==> src/rtl/fifo_drain.sv <==
// fifo_drain: read-side consumer for a FIFO output port, in the FIFO read clock domain.
//
// It watches the FIFO empty flag and issues single-cycle read enables. It captures
// the read data one cycle after each enable. It presents the captured words on a
// valid/ready stream through a 2-entry skid buffer, and it counts the delivered beats.
//
// Ports:
//   clk        read-domain clock (FIFO read clock)
//   arst       asynchronous reset, active-low
//   en         drain enable; 1 = fetch words from the FIFO
//   fifo_empty FIFO empty flag
//   fifo_rd_en read enable to the FIFO, one word per high cycle
//   fifo_data  FIFO read data, valid in the cycle after fifo_rd_en=1
//   m_data     stream data (oldest buffered word)
//   m_valid    stream valid
//   m_ready    stream ready from downstream
//   busy       1 while the drain is running or finishing (RUN or STOP)
//   words_out  count of accepted stream beats, wraps modulo 2^CNT_W
//
// Stream handshake: a beat transfers on every rising clk edge where
// m_valid=1 and m_ready=1. While m_valid=1 and m_ready=0, m_data is held stable.
// m_valid never depends combinationally on m_ready.
module fifo_drain #(
    parameter int N     = 8,
    parameter int CNT_W = 16
) (
    input  logic             clk,
    input  logic             arst,
    input  logic             en,
    input  logic             fifo_empty,
    output logic             fifo_rd_en,
    input  logic [N-1:0]     fifo_data,
    output logic [N-1:0]     m_data,
    output logic             m_valid,
    input  logic             m_ready,
    output logic             busy,
    output logic [CNT_W-1:0] words_out
);

    typedef enum logic [1:0] {
        IDLE = 2'd0,
        RUN  = 2'd1,
        STOP = 2'd2
    } state_t;

    state_t         state;
    state_t         state_nxt;
    logic [1:0]     occ;       // buffered words, 0..2
    logic           inflight;  // a read was issued last cycle; its word lands this edge
    logic [N-1:0]   head;      // oldest buffered word
    logic [N-1:0]   tail;      // second word, meaningful only when occ==2
    logic           pop;
    logic           credit;

    assign pop = m_valid & m_ready;

    // Count an outstanding read as already buffered. This keeps occ+inflight <= 2.
    // A pop in the same cycle frees one slot, so a read may still be issued
    // when the buffer is full and this keeps the stream at full rate.
    assign credit     = ({1'b0, occ} + {2'b00, inflight}) < 3'd2;
    assign fifo_rd_en = (state == RUN) & ~fifo_empty & (credit | pop);

    assign m_valid = (occ != 2'd0);
    assign m_data  = head;
    assign busy    = (state != IDLE);

    always_comb begin
        state_nxt = state;
        case (state)
            IDLE: if (en) state_nxt = RUN;
            RUN:  if (!en) state_nxt = STOP;
            // Stay in STOP until the outstanding read has landed and every
            // buffered word has been handed downstream.
            STOP: begin
                if (occ == 2'd0 && !inflight) state_nxt = IDLE;
                else if (en)                  state_nxt = RUN;
            end
            default: state_nxt = IDLE;
        endcase
    end

    always_ff @(posedge clk or negedge arst) begin
        if (!arst) begin
            state     <= IDLE;
            inflight  <= 1'b0;
            words_out <= '0;
        end else begin
            state    <= state_nxt;
            inflight <= fifo_rd_en;
            if (pop) words_out <= words_out + 1'b1;
        end
    end

    // Skid buffer. A pop always shifts tail into head. A capture writes the
    // first free slot after that shift.
    always_ff @(posedge clk or negedge arst) begin
        if (!arst) begin
            occ  <= 2'd0;
            head <= '0;
            tail <= '0;
        end else begin
            case ({inflight, pop})
                2'b10: begin
                    if (occ == 2'd0) head <= fifo_data;
                    else             tail <= fifo_data;
                    occ <= occ + 2'd1;
                end
                2'b01: begin
                    head <= tail;
                    occ  <= occ - 2'd1;
                end
                2'b11: begin
                    if (occ == 2'd1) begin
                        head <= fifo_data;
                    end else begin
                        head <= tail;
                        tail <= fifo_data;
                    end
                end
                default: ;
            endcase
        end
    end

endmodule

==> config.mk <==
export PLATFORM = sky130hd
export DESIGN_NAME = fifo_drain
export DESIGN_NICKNAME = d
export VERILOG_FILES = /design/src/rtl/fifo_drain.sv
export SDC_FILE = /design/constraint.sdc
export NUM_CORES = 1
export LEC_CHECK = 0
export CAP_MARGIN = 30
export CORE_MARGIN = 10
export CORE_UTILIZATION = 45
export CTS_CLUSTER_DIAMETER = 50
export DETAILED_ROUTE_END_ITERATION = 12
export PLACE_DENSITY = 0.8
export REMOVE_ABC_BUFFERS = 1
export SYNTH_ARGS = -nofsm -noshare
export SYNTH_HDL_FRONTEND = slang
export SYNTH_SLANG_ARGS = --single-unit
export TNS_END_PERCENT = 20
==> constraint.sdc <==
create_clock -name clk -period 4.1 [get_ports clk]
set_clock_uncertainty 0.15 [all_clocks]
set_input_delay 0.82 -clock clk [delete_from_list [all_inputs] [get_ports clk]]
set_output_delay 0.82 -clock clk [all_outputs]
set_load 0.005 [all_outputs]
Word-level counts from Yosys, hierarchy flattened
Cells that the tools add are included.

storage, ports and cells
  input port bits = 13
  output and inout port bits = 27
  register bits after elaboration = 37
  word-level logic and storage cells = 48

operators by class
  $add $sub $neg = 4
  $lt $le $gt $ge = 1
  bitwise operators = 5
  muxes and demuxes = 11
  equal/unequal tests = 10
  reductions and logical operators = 11

operators by type and width
  operator                                                              count
  8-bit two-way mux                                                     4
  8-bit case mux with 3 select lines                                    1
  16-bit by 1-bit adder with 16-bit output, second input constant       1
  8-bit case mux with 2 select lines                                    1
  2-bit != test, second input constant                                  4
  2-bit nonzero test                                                    4
  2-bit by 1-bit == test with 1-bit output, second input constant       3
  2-bit == test, second input constant                                  3
  2-bit two-way mux                                                     3
  2-bit case mux with 3 select lines                                    1
  2-bit logical NOT                                                     2
  2-bit case mux with 2 select lines                                    1
  2-bit by 1-bit adder with 3-bit output                                1
  1-bit bitwise AND                                                     3
  3-bit by 2-bit < comparator with 1-bit output, second input constant  1
  3-bit AND reduction                                                   1
  3-bit nonzero test                                                    1
  2-bit by 1-bit adder with 2-bit output, second input constant         1
  2-bit AND reduction                                                   1
  2-bit by 1-bit subtractor with 2-bit output, second input constant    1
  1-bit logical AND                                                     1
  1-bit logical NOT                                                     1
  1-bit NOT                                                             1
  1-bit bitwise OR                                                      1

Depth between registers and ports, before layout
Gate-level depths: netlist of the first run.

  word-level depth = 5
  gate-level depth with buffers = 10
  mapped depth without buffers = 8

Worst setup path before layout of the first run
Ideal clock, no wire load.

  kind = input-to-output
  start point = input m_ready
  end point = output fifo_rd_en
  path slack = 1.547 ns
  stages = 4
  path buffers = 1
  arrival = 1.583 ns
  cell sequence = nor2b_2 -> buf_4 -> nor2_1 -> nor4b_1

between the ends
  cells in the longest elaborated chain, start to end = 3

ends and longest elaborated chain
  what               RTL line  RTL
  start, declared    35        input logic m_ready,
  1-bit bitwise AND  55        assign pop = m_valid & m_ready;
  1-bit bitwise OR   61        assign fifo_rd_en = (state == RUN) & ~fifo_empty & (credit | pop);
  1-bit bitwise AND  61
  end, declared      31        output logic fifo_rd_en,

Every way passes these cells.

Worst setup path after layout of the first run
Ends and elaborated chain as after synthesis.

==> reports/summary.log, run 1 <==
qor: status.outcome complete, no violations
qor: layout.area_growth_syn_to_layout 31.3%
qor: yosys.synth_enable_flop_cells 0
qor: cts.tritoncts built
qor: layout.layout.core_utilization 60.8%
qor: place.hpwl 2.68 mm
qor: worst_setup_path.critical_path_class input pin to output port
qor: yosys.post_synth_most_frequent_cells 37 x sky130_fd_sc_hd__dfrtp_1, 16 x sky130_fd_sc_hd__nand2_1, 11 x sky130_fd_sc_hd__xnor2_1
qor: grt.initial_antenna_violation_count 0
qor: yosys.postSynthAreaPerCell 11.6 µm²
qor: layout.fraction_of_layout_cells_with_a_size_suffix_above_1 14.1%
qor: place.detailed_place.area 2140 µm²
qor: worst_setup_path.r2r-start occ[0]
qor: yosys.post-synth-top-count-cell sky130_fd_sc_hd__dfrtp_1
qor: cts.cts_resized 0
qor: worst_setup_path.critical_path_arrival 2.48 ns
qor: sta.tns 0 ns
qor: sta.slew_headroom 59.3%
qor: cts.clkSinkCount 37
qor: worst_setup_path.timing.rr.end m_data[0]
qor: place.buffer_ports.inserted 39
qor: worst_setup_path.critical_path.startpoint_type input pin
qor: die.die_h 81.4 µm
qor: yosys.synth_seq_cells 37
qor: sta.rsz0062_at_grt false
qor: worst_setup_path.slowest_cell_on_crit_path sky130_fd_sc_hd__clkdlybuf4s50_1
qor: cts.cts_buffers 5
qor: pwr.power-per-cell-area 593 nW/µm²
qor: cts.clk_latency 0.29 ns
qor: cts.postCtsSetupRepairBufs 0
qor: hold_path.min_delay_worst_endpoint m_data[5]
qor: worst_setup_path.worst-r2r-setup-slack 1.61 ns
qor: worst_setup_path.top_fanout_value_on_the_critical_path 2
qor: grt.grt_pass1_wl 5.93 mm
qor: die.initial_core_util 46.3%
qor: sta.finalMaxSlewViolations 0
qor: drt.firstDrtPassIters 4
qor: sta.clock.fmax 0.290 GHz
qor: layout.antennaDiodeCount 0
qor: die.chipWidth 81.4 µm
qor: pwr.worst_ir_drop_vdd 0.340 mV
qor: sta.layout_worst_path_cycle_share 84.1%
qor: cts.clock_tree.buffer_depth 2
qor: yosys.synth.top_cells.by_area sky130_fd_sc_hd__dfrtp_1 55%, sky130_fd_sc_hd__mux2_2 6.0%, sky130_fd_sc_hd__xnor2_1 5.7%
qor: drt.drtAntennaViolNets 0
qor: yosys.synth.lib_cells_used.distinct 33
qor: layout.postLayoutCellArea 2230 µm²
qor: sta.setup-violations-final 0
qor: worst_setup_path.cpMostUsedCell sky130_fd_sc_hd__clkdlybuf4s50_1
qor: yosys.synth_top_area_cell sky130_fd_sc_hd__dfrtp_1
qor: yosys.synth_ff_type sky130_fd_sc_hd__dfrtp_1
qor: grt.first_global_vias 1263
qor: hold_path.worstHoldPathCells 2
qor: worst_setup_path.worstPathCellList clkdlybuf4s50_1 > nor2b_2 > nor2_1 > nor4b_1 > clkdlybuf4s50_1
qor: yosys.synthesis.area 1700 µm²
qor: die.die-area 6630 µm²
qor: sta.final.min_clock_period 3.45 ns
qor: yosys.synth.top_cell.area_share 54.6%
qor: cts.clock_slew_at_the_register_clock_pins_of_the_worst_setup_and_hold_paths 0.07 ns
qor: place.final_gp_congestion 0.802
qor: worst_setup_path.worstPathRequired 3.13 ns
qor: worst_setup_path.endpoint_kind output port
qor: yosys.synth-async-reset-ratio 100%
qor: layout.fin_nets 209
qor: grt.globalRoute.totalOverflow 0
qor: worst_setup_path.slowest_delay 0.59 ns
qor: sta.tightest_slew 0.611 ns
qor: pwr.power.leakage 0.000971 µW
qor: worst_setup_path.cpLargestDelayFamily buffers and inverters
qor: grt.largest_net_degree_at_the_start_of_global_routing 38
qor: cts.cts-root-buf sky130_fd_sc_hd__clkbuf_8
qor: drt.route.vias.total 1218
qor: layout.final_cells 239
qor: cts.cts_max_level 2
qor: die.core_area 3660 µm²
qor: drt.drc_markers 0
qor: hold_path.hold_path_startpoint m_data[5]
qor: sta.finalHoldViolCount 0
qor: drt.wire_per_inst 14.5 µm
qor: drt.drt-initial-drc-count 58
qor: yosys.yosys_warnings 0
qor: grt.groute.usage.overall 11.5%
qor: drt.route.detailed.vias_per_inst 5.10
qor: place.post-place-cells 231
qor: yosys.syn-instance-count 146
qor: cts.cts-hold-fix-buffers 0
qor: drt.wirelength 3.47 mm
qor: yosys.synth-seq-area-share 54.6%
qor: pwr.total_power 1320 µW
qor: worst_setup_path.worstPathBufferInverterCount 2
qor: worst_setup_path.reg2reg_depth 9
qor: run.maxCapViolCount 0
qor: die.floorplan.rows 22
qor: die.design.portCount 40
qor: hold_path.worst_hold_path_class flop to flop
==> how the worst max path moves through the flow <==
| stage | from | end | slack [ns] | depth (start not counted) |
|---|---|---|---|---|
| after floorplan | m_ready | fifo_rd_en | 1.46 | 3 |
| after global placement | m_ready | fifo_rd_en | 0.80 | 5 |
| after detailed placement | m_ready | fifo_rd_en | 0.62 | 5 |
| after CTS | m_ready | fifo_rd_en | 0.66 | 5 |
| after global routing | m_ready | fifo_rd_en | 0.58 | 5 |
| final | m_ready | fifo_rd_en | 0.65 | 5 |
==> report_power, final <==
| part | switching [µW] | leakage (µW) | total [µW] | internal (µW) |
|---|---|---|---|---|
| Sequential | 93.4 | 0.000471 | 580 | 487 |
| Clock | 126 | 0.0000439 | 243 | 117 |
| Combinational | 210 | 0.000456 | 496 | 286 |
| Total | 430 | 0.000971 | 1320 | 890 |
==> worst register-to-register path: cells and delay by family (launching register included) <==
kind,cells,cell delay [ns]
compound gates,3,0.86
fa+ha+maj,2,0.47
flops,1,0.43
buf+inv,2,0.27
simple gates,2,0.23
==> cell type report <==
cell class	count	area, µm²
multi-input combinational	97	719
inverter	8	30.0
clock buffer	5	68.8
clock inverter	3	17.5
tap	48	60.1
fill	324	1430
sequential	37	926
timing repair buffer	41	405
==> registers in the layout, summed over array words and instances (netlist names) <==
register,cells
words_out,16
m_data,8
tail,8
occ,2
state,2
inflight,1
==> logic make-up (layout without fill, tap and decap cells) <==
kind of cell               Yosys count  after routing  share of synthesized area, %
and+or+nand+nor                     40             40                          13.4
DFF                                 37             37                          54.6
AOI/OAI and AO/OA                   24             24                          8.78
xor gates and xnor gates            17             17                          9.22
buffers and inverters               12             57                          3.02
muxes                               10             10                          6.56
adders and majority gates            6              6                          4.42
==> per-stage QoR <==
step | worst slack, ns | hold slack (ns)
after floorplan | 1.46 | 0.318
after detailed placement | 0.622 | 0.320
final | 0.653 | 0.333
after global placement | 0.798 | 0.309
after global routing | 0.577 | 0.358
after CTS | 0.660 | 0.337
==> placed cells by master, fill, tap and decap left out, types with 3 or more instances in the layout <==
cell                              count
sky130_fd_sc_hd__a21oi_1              4
sky130_fd_sc_hd__a22oi_1              8
sky130_fd_sc_hd__clkbuf_8             5
sky130_fd_sc_hd__clkdlybuf4s50_1     39
sky130_fd_sc_hd__dfrtp_1             37
sky130_fd_sc_hd__ha_1                 6
sky130_fd_sc_hd__inv_1                8
sky130_fd_sc_hd__mux2_2               9
sky130_fd_sc_hd__nand2_1             16
sky130_fd_sc_hd__nand4_1              3
sky130_fd_sc_hd__nor2_1               5
sky130_fd_sc_hd__o21ai_0              9
sky130_fd_sc_hd__xnor2_1             11
sky130_fd_sc_hd__xor2_1               5
==> per-layer routing <==
metal  vias up  GRT usage [%]  wire (µm)
li1        587              -          -
met3         2           6.07        346
met4         0           4.50         29
met2        36           18.6       1690
met5         -              0          0
met1       593           12.6       1400
No activity file was read; power rests on OpenSTA's default activity.
==> inputs of run 2 (changes only) <==
- clock period: 4.1 -> 3.3 ns (I/O delays scaled with it)
==> run 2 against run 1 <==
Effect of this change: die area did not move; setup slack got worse by 0.38 ns; critical path type unchanged; clock-buffer cell count did not move; largest power group unchanged; critical endpoint unchanged.
==> reports/summary.log, run 2 (same netlist as run 1, synthesis figures left out) <==
qor: status.outcome complete, no violations
qor: cts.tritoncts built
qor: sta.layout_worst_path_cycle_share 91.8%
qor: cts.cts_max_level 2 [unchanged]
qor: die.design.portCount 40 [unchanged]
qor: drt.route.detailed.vias_per_inst 5.06 [-0.66%]
qor: drt.drt-initial-drc-count 62 [+6.9%]
qor: place.hpwl 2.70 mm [+0.74%]
qor: grt.first_global_vias 1312 [+3.9%]
qor: layout.final_cells 240 [+0.42%]
qor: cts.cts-hold-fix-buffers 0 [unchanged]
qor: layout.fin_nets 210 [+0.48%]
qor: drt.drtAntennaViolNets 0 [unchanged]
qor: sta.finalMaxSlewViolations 0 [unchanged]
qor: layout.most_common_library_cell_in_the_layout_ignoring_fill_and_taps sky130_fd_sc_hd__clkdlybuf4s50_1
qor: hold_path.worstHoldPathCells 2 [unchanged]
qor: die.chipWidth 81.4 µm [unchanged]
qor: worst_setup_path.reg2reg_depth 9 [unchanged]
qor: cts.cts_buffers 5 [unchanged]
qor: sta.tightest_slew 0.623 ns [+0.0121 ns]
qor: cts.cts-root-buf sky130_fd_sc_hd__clkbuf_8
qor: die.die-area 6630 µm² [unchanged]
qor: worst_setup_path.critical_path.startpoint_type input pin
qor: worst_setup_path.critical_path_arrival 2.22 ns [-0.26 ns]
qor: pwr.worst_ir_drop_vdd 0.472 mV [+39%]
qor: layout.area_growth_syn_to_layout 34.5%
qor: layout.top_register_by_number_of_flip_flops words_out
qor: place.post-place-cells 232 [+0.43%]
qor: sta.setup-violations-final 0 [unchanged]
qor: pwr.fraction_of_power_spent_switching_nets 30.3% [-2.2 points]
qor: cts.cts_resized 0 [unchanged]
qor: pwr.power_frac_clock 25.4% [+7.0 points]
qor: pwr.power.leakage 0.00100 µW [+3.0%]
qor: sta.finalHoldViolCount 0 [unchanged]
qor: hold_path.min_delay_worst_endpoint m_data[6]
qor: worst_setup_path.cpMostUsedCell sky130_fd_sc_hd__clkdlybuf4s50_1
qor: worst_setup_path.top_fanout_value_on_the_critical_path 2 [unchanged]
qor: cts.clock_slew_at_the_register_clock_pins_of_the_worst_setup_and_hold_paths 0.08 ns [about the same]
qor: worst_setup_path.timing.rr.end tail[7]
qor: sta.tns 0 ns [unchanged]
qor: drt.wirelength 3.62 mm [+4.2%]
qor: pwr.power-per-cell-area 797 nW/µm² [+34%]
qor: die.floorplan.rows 22 [unchanged]
qor: pwr.internal-power 1270 µW [+42%]
qor: sta.slew_headroom 58.5% [-0.81 points]
qor: worst_setup_path.worst-r2r-setup-slack 0.79 ns [-0.82 ns]
qor: worst_setup_path.r2r-start occ[0]
qor: layout.antennaDiodeCount 0 [unchanged]
qor: layout.final.fill_count 304 [-6.2%]
qor: worst_setup_path.worstPathRequired 2.49 ns [-0.64 ns]
qor: grt.largest_net_degree_at_the_start_of_global_routing 38 [unchanged]
qor: grt.initial_antenna_violation_count 0 [unchanged]
qor: worst_setup_path.critical_path_class input pin to output port
qor: layout.most-common-layout-cells 39 x sky130_fd_sc_hd__clkdlybuf4s50_1, 37 x sky130_fd_sc_hd__dfrtp_1, 16 x sky130_fd_sc_hd__nand2_1
qor: hold_path.worst_hold_path_class flop to flop
qor: sta.final.min_clock_period 3.03 ns
qor: hold_path.hold_path_startpoint m_data[6]
qor: drt.route.vias.total 1215 [-0.25%]
qor: pwr.p_comb_share 34.7% [-2.9 points]
qor: sta.rsz0062_at_grt false
qor: grt.globalRoute.totalOverflow 0 [unchanged]
qor: worst_setup_path.endpoint_kind output port
qor: run.maxCapViolCount 0 [unchanged]
qor: die.core_area 3660 µm² [unchanged]
qor: cts.clkSinkCount 37 [unchanged]
qor: grt.groute.usage.overall 11.6% [+0.021 points]
qor: pwr.power_switching 551 µW [+28%]
qor: die.die_h 81.4 µm [unchanged]
qor: place.final_gp_congestion 0.803 [about the same]
qor: worst_setup_path.slowest_delay 0.59 ns [about the same]
qor: cts.clk_latency 0.29 ns [about the same]
qor: sta.clock.fmax 0.330 GHz
qor: drt.drc_markers 0 [unchanged]
qor: die.initial_core_util 46.3% [unchanged]
qor: cts.clock_tree.buffer_depth 2 [unchanged]
qor: worst_setup_path.worstPathCellList clkdlybuf4s50_1 > nor2b_2 > nor2_1 > nor4b_1 > clkdlybuf4s50_1
qor: worst_setup_path.slowest_cell_on_crit_path sky130_fd_sc_hd__clkdlybuf4s50_1
qor: grt.grt_pass1_wl 6.05 mm [+2.1%]
qor: place.buffer_ports.inserted 39 [unchanged]
qor: layout.fraction_of_layout_cells_with_a_size_suffix_above_1 14.6% [+0.45 points]
qor: drt.wire_per_inst 15.1 µm [+3.7%]
qor: drt.firstDrtPassIters 4 [unchanged]
qor: pwr.seq_power_share 39.9% [-4.1 points]
qor: cts.postCtsSetupRepairBufs 0 [unchanged]
qor: layout.largest_reg_flops 16 [unchanged]
run 2: cell count changes in the layout (fill, tap and decap cells not counted):
cell / before / now
sky130_fd_sc_hd__bufinv_16: 0 / 2
sky130_fd_sc_hd__buf_4: 2 / 3
sky130_fd_sc_hd__clkinv_2: 2 / 1
sky130_fd_sc_hd__clkinvlp_4: 1 / 0
run 2: worst max path at each step:
stage                        from          to  slack, ns  depth (start not counted)
after global placement    m_ready  fifo_rd_en       0.32                          5
after CTS                 m_ready  fifo_rd_en       0.26                          5
after floorplan            occ[0]     tail[0]       0.96                          8
final                     m_ready  fifo_rd_en       0.27                          5
after detailed placement  m_ready  fifo_rd_en       0.24                          5
after global routing       occ[0]  fifo_rd_en       0.09                          6
run 2: critical path: cells and delay by family:
kind                   cells  cell delay (ns)
buffers and inverters      2             1.04
AND/OR/NAND/NOR            3             0.52
run 2: cell type report:
cell class | instances | area (µm²) | share of cell area [%]
clock inverter | 3 | 65.1 | 2.85
multi-input combinational | 97 | 719 | 31.5
sequential | 37 | 926 | 40.6
clock buffer | 5 | 68.8 | 3.02
tap | 48 | 60.1 | 2.63
timing repair buffer | 42 | 413 | 18.1
inverter | 8 | 30.0 | 1.32
run 2: metrics by stage:
| stage | setup slack [ns] | util (%) | power, µW | hold slack [ns] | cell area [µm²] |
|---|---|---|---|---|---|
| finish | 0.270 | 62.3 | 1820 | 0.341 | 2280 |
| global route | 0.0920 | 62.3 | 1940 | 0.367 | 2280 |
| CTS | 0.263 | 62.3 | 1840 | 0.346 | 2280 |
| detailed placement | 0.241 | 58.7 | 1370 | 0.328 | 2150 |
| global placement | 0.322 | 58.7 | 1330 | 0.309 | 2150 |
| floorplan | 0.957 | - | 1050 | 0.214 | 1680 |
run 2: layer usage:
| metal | up-vias | global-route usage (%) | share of wire (%) |
|---|---|---|---|
| li1 | 589 | - | - |
| met4 | 0 | 3.81 | 1.2 |
| met2 | 35 | 19.7 | 48 |
| met1 | 588 | 12.7 | 41 |
| met3 | 3 | 4.97 | 9.5 |
| met5 | - | 0 | 0 |
run 2: power groups by stage:
stage,logic [µW],clock network [µW],registers (µW)
3_5_place_dp,640,0,732
2_1_floorplan,332,0,714
4_1_cts,645,473,727
5_1_grt,700,490,751
6_report,632,461,725
3_3_place_gp,611,0,720
==> inputs of run 3 (changes only) <==
- CTS_CLUSTER_DIAMETER: 50 -> unset
==> results of run 3 <==
Same layout as run 2: the final DEF is identical, and so are final timing and power.
